## src/rtl/audio_frame_fifo.sv

```systemverilog
// -----------------------------------------------------------------------------
// audio_frame_fifo
//   Stereo frame FIFO between the bus-side register block and the I2S master.
//   Stores DEPTH frames of {left, right} 24-bit samples. Pushes are accepted
//   while not full; refused pushes set a sticky overflow flag. Pops are paced
//   to at most one frame every two clocks so the downstream out_full flag has
//   a cycle to update after each write strobe.
//
//   DEPTH must be a power of two in the range 4..256.
//
//   Optional feature macro: AUDIO_FIFO_GAIN_EN
//     defined   : per-channel Q1.7 gain with saturation in the output stage
//     undefined : samples pass bit-exact, gain inputs are ignored
// -----------------------------------------------------------------------------
module audio_frame_fifo #(
   parameter int DEPTH = 16
) (
   input  logic                     clk,
   input  logic                     reset,
   input  logic [23:0]              in_l,
   input  logic [23:0]              in_r,
   input  logic                     in_valid,
   output logic                     in_full,
   output logic [$clog2(DEPTH):0]   level,
   output logic                     overflow,
   input  logic                     clear_flags,
   input  logic [7:0]               gain_l,
   input  logic [7:0]               gain_r,
   output logic [23:0]              out_l,
   output logic [23:0]              out_r,
   output logic                     out_write,
   input  logic                     out_full
);

   localparam int AW = $clog2(DEPTH);
   localparam int LW = AW + 1;

   logic [AW-1:0] wr_ptr;
   logic [AW-1:0] rd_ptr;
   logic [47:0]   mem [DEPTH];
   logic [47:0]   rd_data;
   logic          push;
   logic          pop;
   logic          drop;
   logic [23:0]   out_l_next;
   logic [23:0]   out_r_next;

   // Full is derived from the registered level only, so a push at full is
   // refused even when a pop happens in the same cycle.
   assign in_full = (level == LW'(DEPTH));
   assign push    = in_valid && !in_full;
   assign drop    = in_valid && in_full;
   // A pop is blocked in the cycle where out_write is high, giving the I2S
   // master one cycle to reflect the new frame in out_full.
   assign pop     = (level != '0) && !out_full && !out_write;
   assign rd_data = mem[rd_ptr];

`ifdef AUDIO_FIFO_GAIN_EN
   // Signed 24x9 multiply (gain zero-extended), arithmetic shift by 7,
   // saturation to the 24-bit signed range.
   function automatic logic [23:0] apply_gain(input logic [23:0] sample,
                                              input logic [7:0]  gain);
      logic signed [32:0] prod;
      logic signed [32:0] shifted;
      prod    = $signed(sample) * $signed({1'b0, gain});
      shifted = prod >>> 7;
      if (shifted > 33'sd8388607)
         return 24'h7F_FFFF;
      else if (shifted < -33'sd8388608)
         return 24'h80_0000;
      else
         return shifted[23:0];
   endfunction
`else
   logic unused_gain;
   assign unused_gain = ^{gain_l, gain_r};
`endif

   // Output-stage data path: gain (optional) applied to the frame being popped.
   always_comb begin
      // NOTE: every signal written here gets a default first, so no path
      // through the block leaves it unassigned and no latch is inferred.
      out_l_next = rd_data[47:24];
      out_r_next = rd_data[23:0];
`ifdef AUDIO_FIFO_GAIN_EN
      out_l_next = apply_gain(rd_data[47:24], gain_l);
      out_r_next = apply_gain(rd_data[23:0],  gain_r);
`endif
   end

   // Frame storage write port.
   always_ff @(posedge clk) begin
      // NOTE: the storage array has no reset; level and pointers define which
      // entries are meaningful, so stale contents are never observed.
      if (push)
         mem[wr_ptr] <= {in_l, in_r};
   end

   // Pointers and occupancy.
   always_ff @(posedge clk) begin
      // NOTE: all sequential state uses non-blocking assignments so every
      // register samples the pre-edge values regardless of statement order.
      if (reset) begin
         wr_ptr <= '0;
         rd_ptr <= '0;
         level  <= '0;
      end else begin
         if (push)
            wr_ptr <= wr_ptr + AW'(1);
         if (pop)
            rd_ptr <= rd_ptr + AW'(1);
         case ({push, pop})
            2'b10:   level <= level + LW'(1);
            2'b01:   level <= level - LW'(1);
            default: level <= level;
         endcase
      end
   end

   // Sticky overflow: a refused push wins over a same-cycle clear.
   always_ff @(posedge clk) begin
      if (reset)
         overflow <= 1'b0;
      else if (drop)
         overflow <= 1'b1;
      else if (clear_flags)
         overflow <= 1'b0;
   end

   // Registered output frame and write strobe towards the I2S master.
   always_ff @(posedge clk) begin
      if (reset) begin
         out_write <= 1'b0;
         out_l     <= '0;
         out_r     <= '0;
      end else begin
         out_write <= pop;
         if (pop) begin
            out_l <= out_l_next;
            out_r <= out_r_next;
         end
      end
   end

endmodule

```

## config.mk

```make
export PLATFORM = sky130hd
export DESIGN_NAME = audio_frame_fifo
export DESIGN_NICKNAME = d
export VERILOG_FILES = /design/src/rtl/audio_frame_fifo.sv
export SDC_FILE = /design/constraint.sdc
export NUM_CORES = 1
export LEC_CHECK = 0
export CORE_ASPECT_RATIO = 1.4
export CORE_MARGIN = 5
export CORE_UTILIZATION = 35
export DETAILED_ROUTE_END_ITERATION = 6
export PLACE_DENSITY = 0.48
export SLEW_MARGIN = 25
export SYNTH_ARGS = -nofsm -noshare
export SYNTH_HDL_FRONTEND = slang
export SYNTH_SLANG_ARGS = --single-unit
```

## constraint.sdc

```tcl
create_clock -name clk -period 9 [get_ports clk]
set_clock_uncertainty 0.15 [all_clocks]
set_input_delay 1.8 -clock clk [delete_from_list [all_inputs] [get_ports clk]]
set_output_delay 1.8 -clock clk [all_outputs]
set_load 0.01 [all_outputs]
```

# After elaboration in Yosys (flattened, before gate mapping)
# Memory sizes are Yosys's and may differ from the RTL's. A register that Yosys moved wholly into a read port is not among the register bits.
# Index checks and enable logic that the tools add are counted.
classes:
  reduce_logical: 10
  muxes: 5
  add_sub_neg: 4
  n_eq_ne: 3
ops:
  columns: ["op", "count"]
  rows:
  - ["$pmux 5 s2", 1]
  - ["$add 4x1->4 const B", 2]
  - ["$add 5x1->5 const B", 1]
  - ["$eq 5x5->1 const B", 1]
  - ["$reduce_bool 5->1", 1]
  - ["$sub 5x1->5 const B", 1]
  - ["$logic_and 1x1->1", 4]
  - ["$mux 1", 4]
  - ["$reduce_bool 2->1", 2]
  - ["$logic_not 1->1", 3]
  - ["$eq 2x1->1 const B", 1]
  - ["$eq 2x2->1 const B", 1]
word_totals:
  mem_bits_rw: 768
  regBits: 15
  inputBits: 69
  output_inout_bits: 56
  word_cells: 28
  mem_count: 1
mem_list:
  columns: ["name", "depth", "width", "read_ports", "rd_clocked_by_memory_dff", "write_ports", "line_no", "source"]
  rows:
  - ["mem", 16, 48, 1, 1, 1, "40", "logic [47:0] mem [DEPTH];"]

# Logic depth before layout (Yosys ltp)
# Gate-level depths: netlist of run 1.
logic_depth:
  depth_word: 5
  mapped_depth: 12
  depth_no_buf: 9

# Worst setup path before layout of run 1
# No wires, ideal clock.
synth_timing:
  path_kind: "in2reg"
  start: "in in_valid"
  end: "mem mem[0][0], enable pin"
  path_buffers: 0
  setup_ps: 513
  arrival_time_ps: 5630
  cell_stages: 3
  t_required_ps: 8337
  path_slack_ps: 2707
  path_cell_list: "a21boi_1 nand2_1 nor3_1"
synth_between:
  elab_chain_cells: 3
synth_lines:
  columns: ["element", "line_no", "source"]
  rows:
  - ["from (decl)", "22", "input logic in_valid,"]
  - ["$logic_and 1x1->1", "51", "assign push = in_valid && !in_full;"]
  - ["$mux 1", "95", "if (push)"]
  - ["$mux 1 (not written as such)", "96", "mem[wr_ptr] <= {in_l, in_r};"]
  - ["to (decl)", "40", null]
# Every way passes these cells.

# Worst setup path after layout of run 1
layout_timing:
  start: "in in_valid"
  end: "mem mem[4][23], enable pin"
# The elaborated chain is that of the path after synthesis.

==> impl_metrics.tcl, run 1 <==
set metrics [dict create \
    grt_overflow 0 \
    dp_hpwl_microns 35700 \
    synth_seq_cells 831 \
    hp-class "register to register" \
    drt_iter0_markers 1049 \
    synth_top_area_share_pct 73.3 \
    crit_fanout 29 \
    synth_nets 1518 \
    layout_common_cells "768 x edfxtp_1, 176 x mux4_2, 115 x mux2i_1, 107 x clkdlybuf4s50_1, 80 x clkbuf_16" \
    outcome "finished, final reports clean" \
    drc 0 \
    synthArstFlopShare_pct 0 \
    startpoint "in_valid" \
    gr-usage-all-layers_pct 15.5 \
    crit_path_start_kind "input pin" \
    swShare_pct 25.0 \
    vias_per_cell 5.15 \
    dr_total_vias 14600 \
    end_kind "register" \
    path_cells "clkdlybuf4s50_1 > a21boi_1 > nand2_1 > nor2_4 > buf_4" \
    synth.cell_area_sq_um 31500 \
    cts-root-buf "clkbuf_16" \
    grt_pass1_wl_microns 110000 \
    maxCapViolCount 0 \
    rr_startpoint "level[0]$_SDFFE_PP0P_" \
    postCtsSetupBuffers 0 \
    power_mw 9.39 \
    leakagePower_nw 11.6 \
    setup_viol 0 \
    rsz0062_at_grt "no" \
    pre_cts_ws_ns 3.71 \
    synth.distinct_cells 38 \
    core_sq_um 89500 \
    period_share_pct 51.5 \
    hold_ws_ns 0.359 \
    slowest_delay_ns 0.82 \
    die-area_sq_um 96000 \
    cts_hold_buf 0 \
    insertion_delay_ns 0.63 \
    finalNonFillerCells 2832 \
    crit_required_ns 9.10 \
    peakVddDrop_uv 181 \
    slew_headroom_pct 35.8 \
    layout-drive-gt1-share_pct 21.9 \
    period_needed_ns 4.63 \
    layout_setup_ws_ns 4.37 \
    cts-resized-gates 0 \
    grt_max_degree 109 \
    seq_power_share_pct 48.4 \
    initial_core_util_pct 35.2 \
    placedCellCount 2685 \
    syn_inst 1439 \
    gp_congestion 0.684 \
    fin_setup_tns_ns 0 \
    synth_ff_type "edfxtp_1" \
    rows 130 \
    die_y_microns 365 \
    antenna_found_initial 7 \
    antenna_left 0 \
    p_clk_share_pct 35.5 \
    p_comb_share_pct 16.2 \
    synth.avg_cell_area_sq_um 21.9 \
    hold_viol_final 0 \
    synth_edf_count 768 \
    path_clk_slew_ns 0.06 \
    synth_area_leader_cell "edfxtp_1" \
    cts_tree "built" \
    nNetsFinal 1657 \
    fillers 7940 \
    synthTopCellsByArea "edfxtp_1 73%, mux4_2 13%, dfxtp_1 4.0%" \
    hp-start "out_l[19]$_SDFFE_PP0P_" \
    final_common_cell "edfxtp_1" \
    criticalPathCategory "input pin to register" \
    drt_pass1_iterations 5 \
    switching_power_mw 2.35 \
    die-width_microns 263 \
    grt_pass1_vias 15600 \
    tightestPinTransition_ns 0.959 \
    slew_violations 0 \
    clk_path_buf_depth 3 \
    routedWlPerCell_microns 26.4 \
    intPower_mw 7.04 \
    syn_to_final_growth_pct 16.7 \
    clock-sinks 831 \
    wl_microns 74700 \
    io_buffers 108 \
    power_density_nw_per_um2 256 \
    cts_buffers 78 \
    htreeDepth 3 \
    pin_count 125 \
    fmax_mhz 216 \
    critPathArrivalTime_ns 4.73 \
    seq_area_frac_synth_pct 77.3 \
    ys_warn_count 0 \
    slowest_stage "nor2_4" \
]
[final timing paths]
path	endpoint	slack, ns	depth (start not counted)
worst max-delay path	mem[4][23]$_DFFE_PP_	4.37	5
worst min-delay path	out_l[19]$_SDFFE_PP0P_	0.36	2
worst max register to register	level[4]$_SDFFE_PP0P_	5.55	9
worst min register to register	out_l[19]$_SDFFE_PP0P_	0.36	2
[synth_stat cells (4+ instances only)]
cell,number
edfxtp_1,768
nor2_1,38
xor2_1,6
clkbuf_1,32
a311oi_2,8
o221ai_1,40
a21oi_1,7
dfxtp_1,63
nand3b_1,44
buf_4,5
and3_1,9
inv_1,4
ha_1,9
buf_1,15
mux4_2,176
nor3_1,11
mux2i_1,115
o211ai_1,4
nand2_1,15
buf_2,31
o22ai_1,16
[critical path: cells and delay by family]
family / cells / cell delay [ns]
compound gates: 1 / 0.51
simple gates: 2 / 1.18
buf+inv: 2 / 1.20
[per-stage QoR]
step                      util [%]  cell area [sq um]
after floorplan                  -              31500
after global placement        38.0              34000
after detailed placement      38.1              34100
after CTS                     41.0              36700
after global routing          41.0              36700
final                         41.0              36700
[power groups by stage]
stage / registers (mW) / clock network (mW) / logic [mW]
after floorplan: 4.62 / 0 / 0.937
after global placement: 4.63 / 0 / 1.55
after detailed placement: 4.63 / 0 / 1.56
after CTS: 4.55 / 3.44 / 1.56
after global routing: 4.56 / 3.60 / 1.65
final: 4.54 / 3.33 / 1.52
[metal layers]
| metal | wire length, microns | global-route usage (%) |
|---|---|---|
| met5 | 60 | 0 |
| met3 | 3080 | 2.82 |
| met1 | 32500 | 20.7 |
| met2 | 38000 | 26.9 |
| met4 | 1040 | 3.48 |
[final cells by class]
cell class | count | area [sq um] | share of cell area, %
Multi-Input combinational cell | 518 | 6840 | 18.6
Inverter | 6 | 25.0 | 0.0682
Antenna cell | 2 | 5.00 | 0.0136
Clock inverter | 44 | 469 | 1.28
Tap cell | 1188 | 1490 | 4.05
Sequential cell | 831 | 24300 | 66.3
Clock buffer | 100 | 2110 | 5.74
Timing Repair Buffer | 143 | 1440 | 3.92
[registers in the layout, summed over array words and instances (netlist names)]
signal,count
mem,768
overflow,1
out_r,24
out_l,24
wr_ptr,4
out_write,1
level,5
rd_ptr,4
[kinds of logic (layout without fill, tap and decap cells)]
kind of cell,count (synthesis),after routing,share of synthesized area [%]
flops,831,831,77.3
mux,292,292,16.3
simple gates,127,127,2.25
buf+inv,90,293,1.28
compound gates,81,81,2.19
fa+ha+maj,10,10,0.422
xor+xnor,8,8,0.223
other cells,0,2,0
Note: power is estimated with default switching activity, not from simulation.
==> run 2: changes to the inputs <==
- clock period: 9 -> 4.7 ns (I/O delays scaled with it)
==> run 2 against run 1 <==
Effect of this change:
- power up 92%
- critical path depth down 2
- non-clock buffer count up 10
- sequential power up 92%
- global-route usage down 0.37 points
- design area up 0.82%
- cell count up 0.53%
- flip-flop and latch count unchanged
- register-to-register slack worse by 4.1 ns
- utilization up 0.34 points
- critical path type is now register to output pin
- critical endpoint is now in_full
==> impl_metrics.tcl, run 2 (synthesis gave the netlist of run 1 again) <==
set metrics [dict create \
    htreeDepth 3 \
    criticalPathCategory "register to output pin" \
    insertion_delay_ns 0.62 \
    hp-class "register to register" \
    syn_to_final_growth_pct 17.6 \
    io_buffers 108 \
    leakagePower_nw 11.7 \
    vias_per_cell 5.13 \
    crit_fanout 6 \
    fin_setup_tns_ns 0 \
    p_comb_share_pct 16.4 \
    maxCapViolCount 0 \
    grt_pass1_wl_microns 108000 \
    clock-sinks 831 \
    placedCellCount 2696 \
    core_sq_um 89500 \
    postCtsSetupBuffers 0 \
    slew_headroom_pct 29.3 \
    min_path_cells 2 \
    hold_viol_final 0 \
    min_to "out_l[14]$_SDFFE_PP0P_" \
    intPower_mw 13.6 \
    seq_power_share_pct 48.3 \
    die-width_microns 263 \
    antenna_left 0 \
    swShare_pct 25.0 \
    switching_power_mw 4.51 \
    drc 0 \
    die_y_microns 365 \
    cts-root-buf "clkbuf_16" \
    dpl_cell_area_sq_um 34400 \
    layout-drive-gt1-share_pct 22.4 \
    rsz0062_at_grt "no" \
    initial_core_util_pct 35.2 \
    finalNonFillerCells 2847 \
    cts_buffers 81 \
    layout_setup_ws_ns 1.15 \
    rows 130 \
    cts_hold_buf 0 \
    crit_required_ns 3.61 \
    cts_tree "built" \
    outcome "finished, final reports clean" \
    routedWlPerCell_microns 25.8 \
    die-area_sq_um 96000 \
    antenna_found_initial 8 \
    cts-resized-gates 0 \
    gr-usage-all-layers_pct 15.1 \
    hp-start "out_l[14]$_SDFFE_PP0P_" \
    tightestPinTransition_ns 1.06 \
    end_kind "output pin" \
    path_clk_slew_ns 0.06 \
    setup_viol 0 \
    grt_max_degree 66 \
    r2r_end "level[4]$_SDFFE_PP0P_" \
    pre_cts_ws_ns 0.958 \
    clk_path_buf_depth 3 \
    layout_common_cells "768 x edfxtp_1, 176 x mux4_2, 115 x mux2i_1, 107 x clkdlybuf4s50_1, 84 x clkbuf_16" \
    power_density_nw_per_um2 488 \
    largest_register_ffs 768 \
    dp_hpwl_microns 37300 \
    drt_pass1_iterations 5 \
    fmax_mhz 281 \
    period_share_pct 75.6 \
    grt_overflow 0 \
    rr_startpoint "level[0]$_SDFFE_PP0P_" \
    p_clk_share_pct 35.3 \
    critPathArrivalTime_ns 2.46 \
    reg_top3 "mem: 768 flops, out_l: 24 flops, out_r: 24 flops" \
    gp_congestion 0.705 \
    final_area_sq_um 37000 \
    pin_count 125 \
    r2r_cells 9 \
    slew_violations 0 \
    period_needed_ns 3.55 \
    dr_total_vias 14600 \
    rrSetupSlack_ns 1.45 \
    drt_iter0_markers 923 \
    grt_pass1_vias 15700 \
    final_common_cell "edfxtp_1" \
    top_register "mem" \
    peakVddDrop_uv 293 \
    nNetsFinal 1670 \
    crit_path_start_kind "register" \
    wl_microns 73300 \
]
[run 2: cell count changes in the layout (fill, tap and decap cells not counted), sizes merged]
cell	change
clkinv	-9
bufinv	-5
buf	+10
clkbuf	+24
inv	-1
clkinvlp	-4
[run 2: layout make-up]
class	instances	area, sq um
diodes	2	5.00
repair buffers	153	1680
well taps	1188	1490
fillers	7875	52500
clock buffers	124	2370
clock inverters	25	244
multi-input cells	518	6860
inverters	6	25.0
flip-flops and latches	831	24300
[run 2: worst max-delay path by stage]
stage,startpoint,depth (start not counted),end,slack [ns]
2_1_floorplan,in_valid,3,mem[12][0]$_DFFE_PP_,0.55
3_3_place_gp,in_valid,10,level[4]$_SDFFE_PP0P_,0.93
3_5_place_dp,in_valid,10,level[4]$_SDFFE_PP0P_,0.96
4_1_cts,level[0]$_SDFFE_PP0P_,3,in_full,1.09
5_1_grt,level[0]$_SDFFE_PP0P_,3,in_full,1.03
6_report,level[0]$_SDFFE_PP0P_,3,in_full,1.15
[run 2: critical path, cell delays in order (launching register included)]
cell and delay [ns]:
dfxtp_1 0.38, or4_1 0.70, nor2_1 0.20, clkdlybuf4s50_1 0.57
[run 2: layer usage]
metal	GRT usage, %	routed length [microns]	share of wire (%)	vias to the layer above
met4	3.84	1430	1.9	8
met5	0	57	0.078	-
met2	26.2	37000	50	314
met1	19.9	31500	43	7849
met3	2.86	3410	4.6	91
li1	-	-	-	6349
[run 2: per-stage QoR]
stage                     power, mW  utilization, %  hold WS [ns]
after floorplan                10.6               -         0.378
after global placement         11.9            38.4         0.340
after detailed placement       11.9            38.4         0.337
after CTS                      18.4            41.4         0.342
after global routing           18.9            41.4         0.380
final                          18.1            41.4         0.359
[run 2: power groups by stage]
stage,sequential (mW),combinational [mW],clock [mW]
detailed placement,8.90,3.03,0
CTS,8.74,3.04,6.57
floorplan,8.84,1.80,0
finish,8.72,2.97,6.38
global placement,8.89,3.01,0
global route,8.77,3.20,6.91
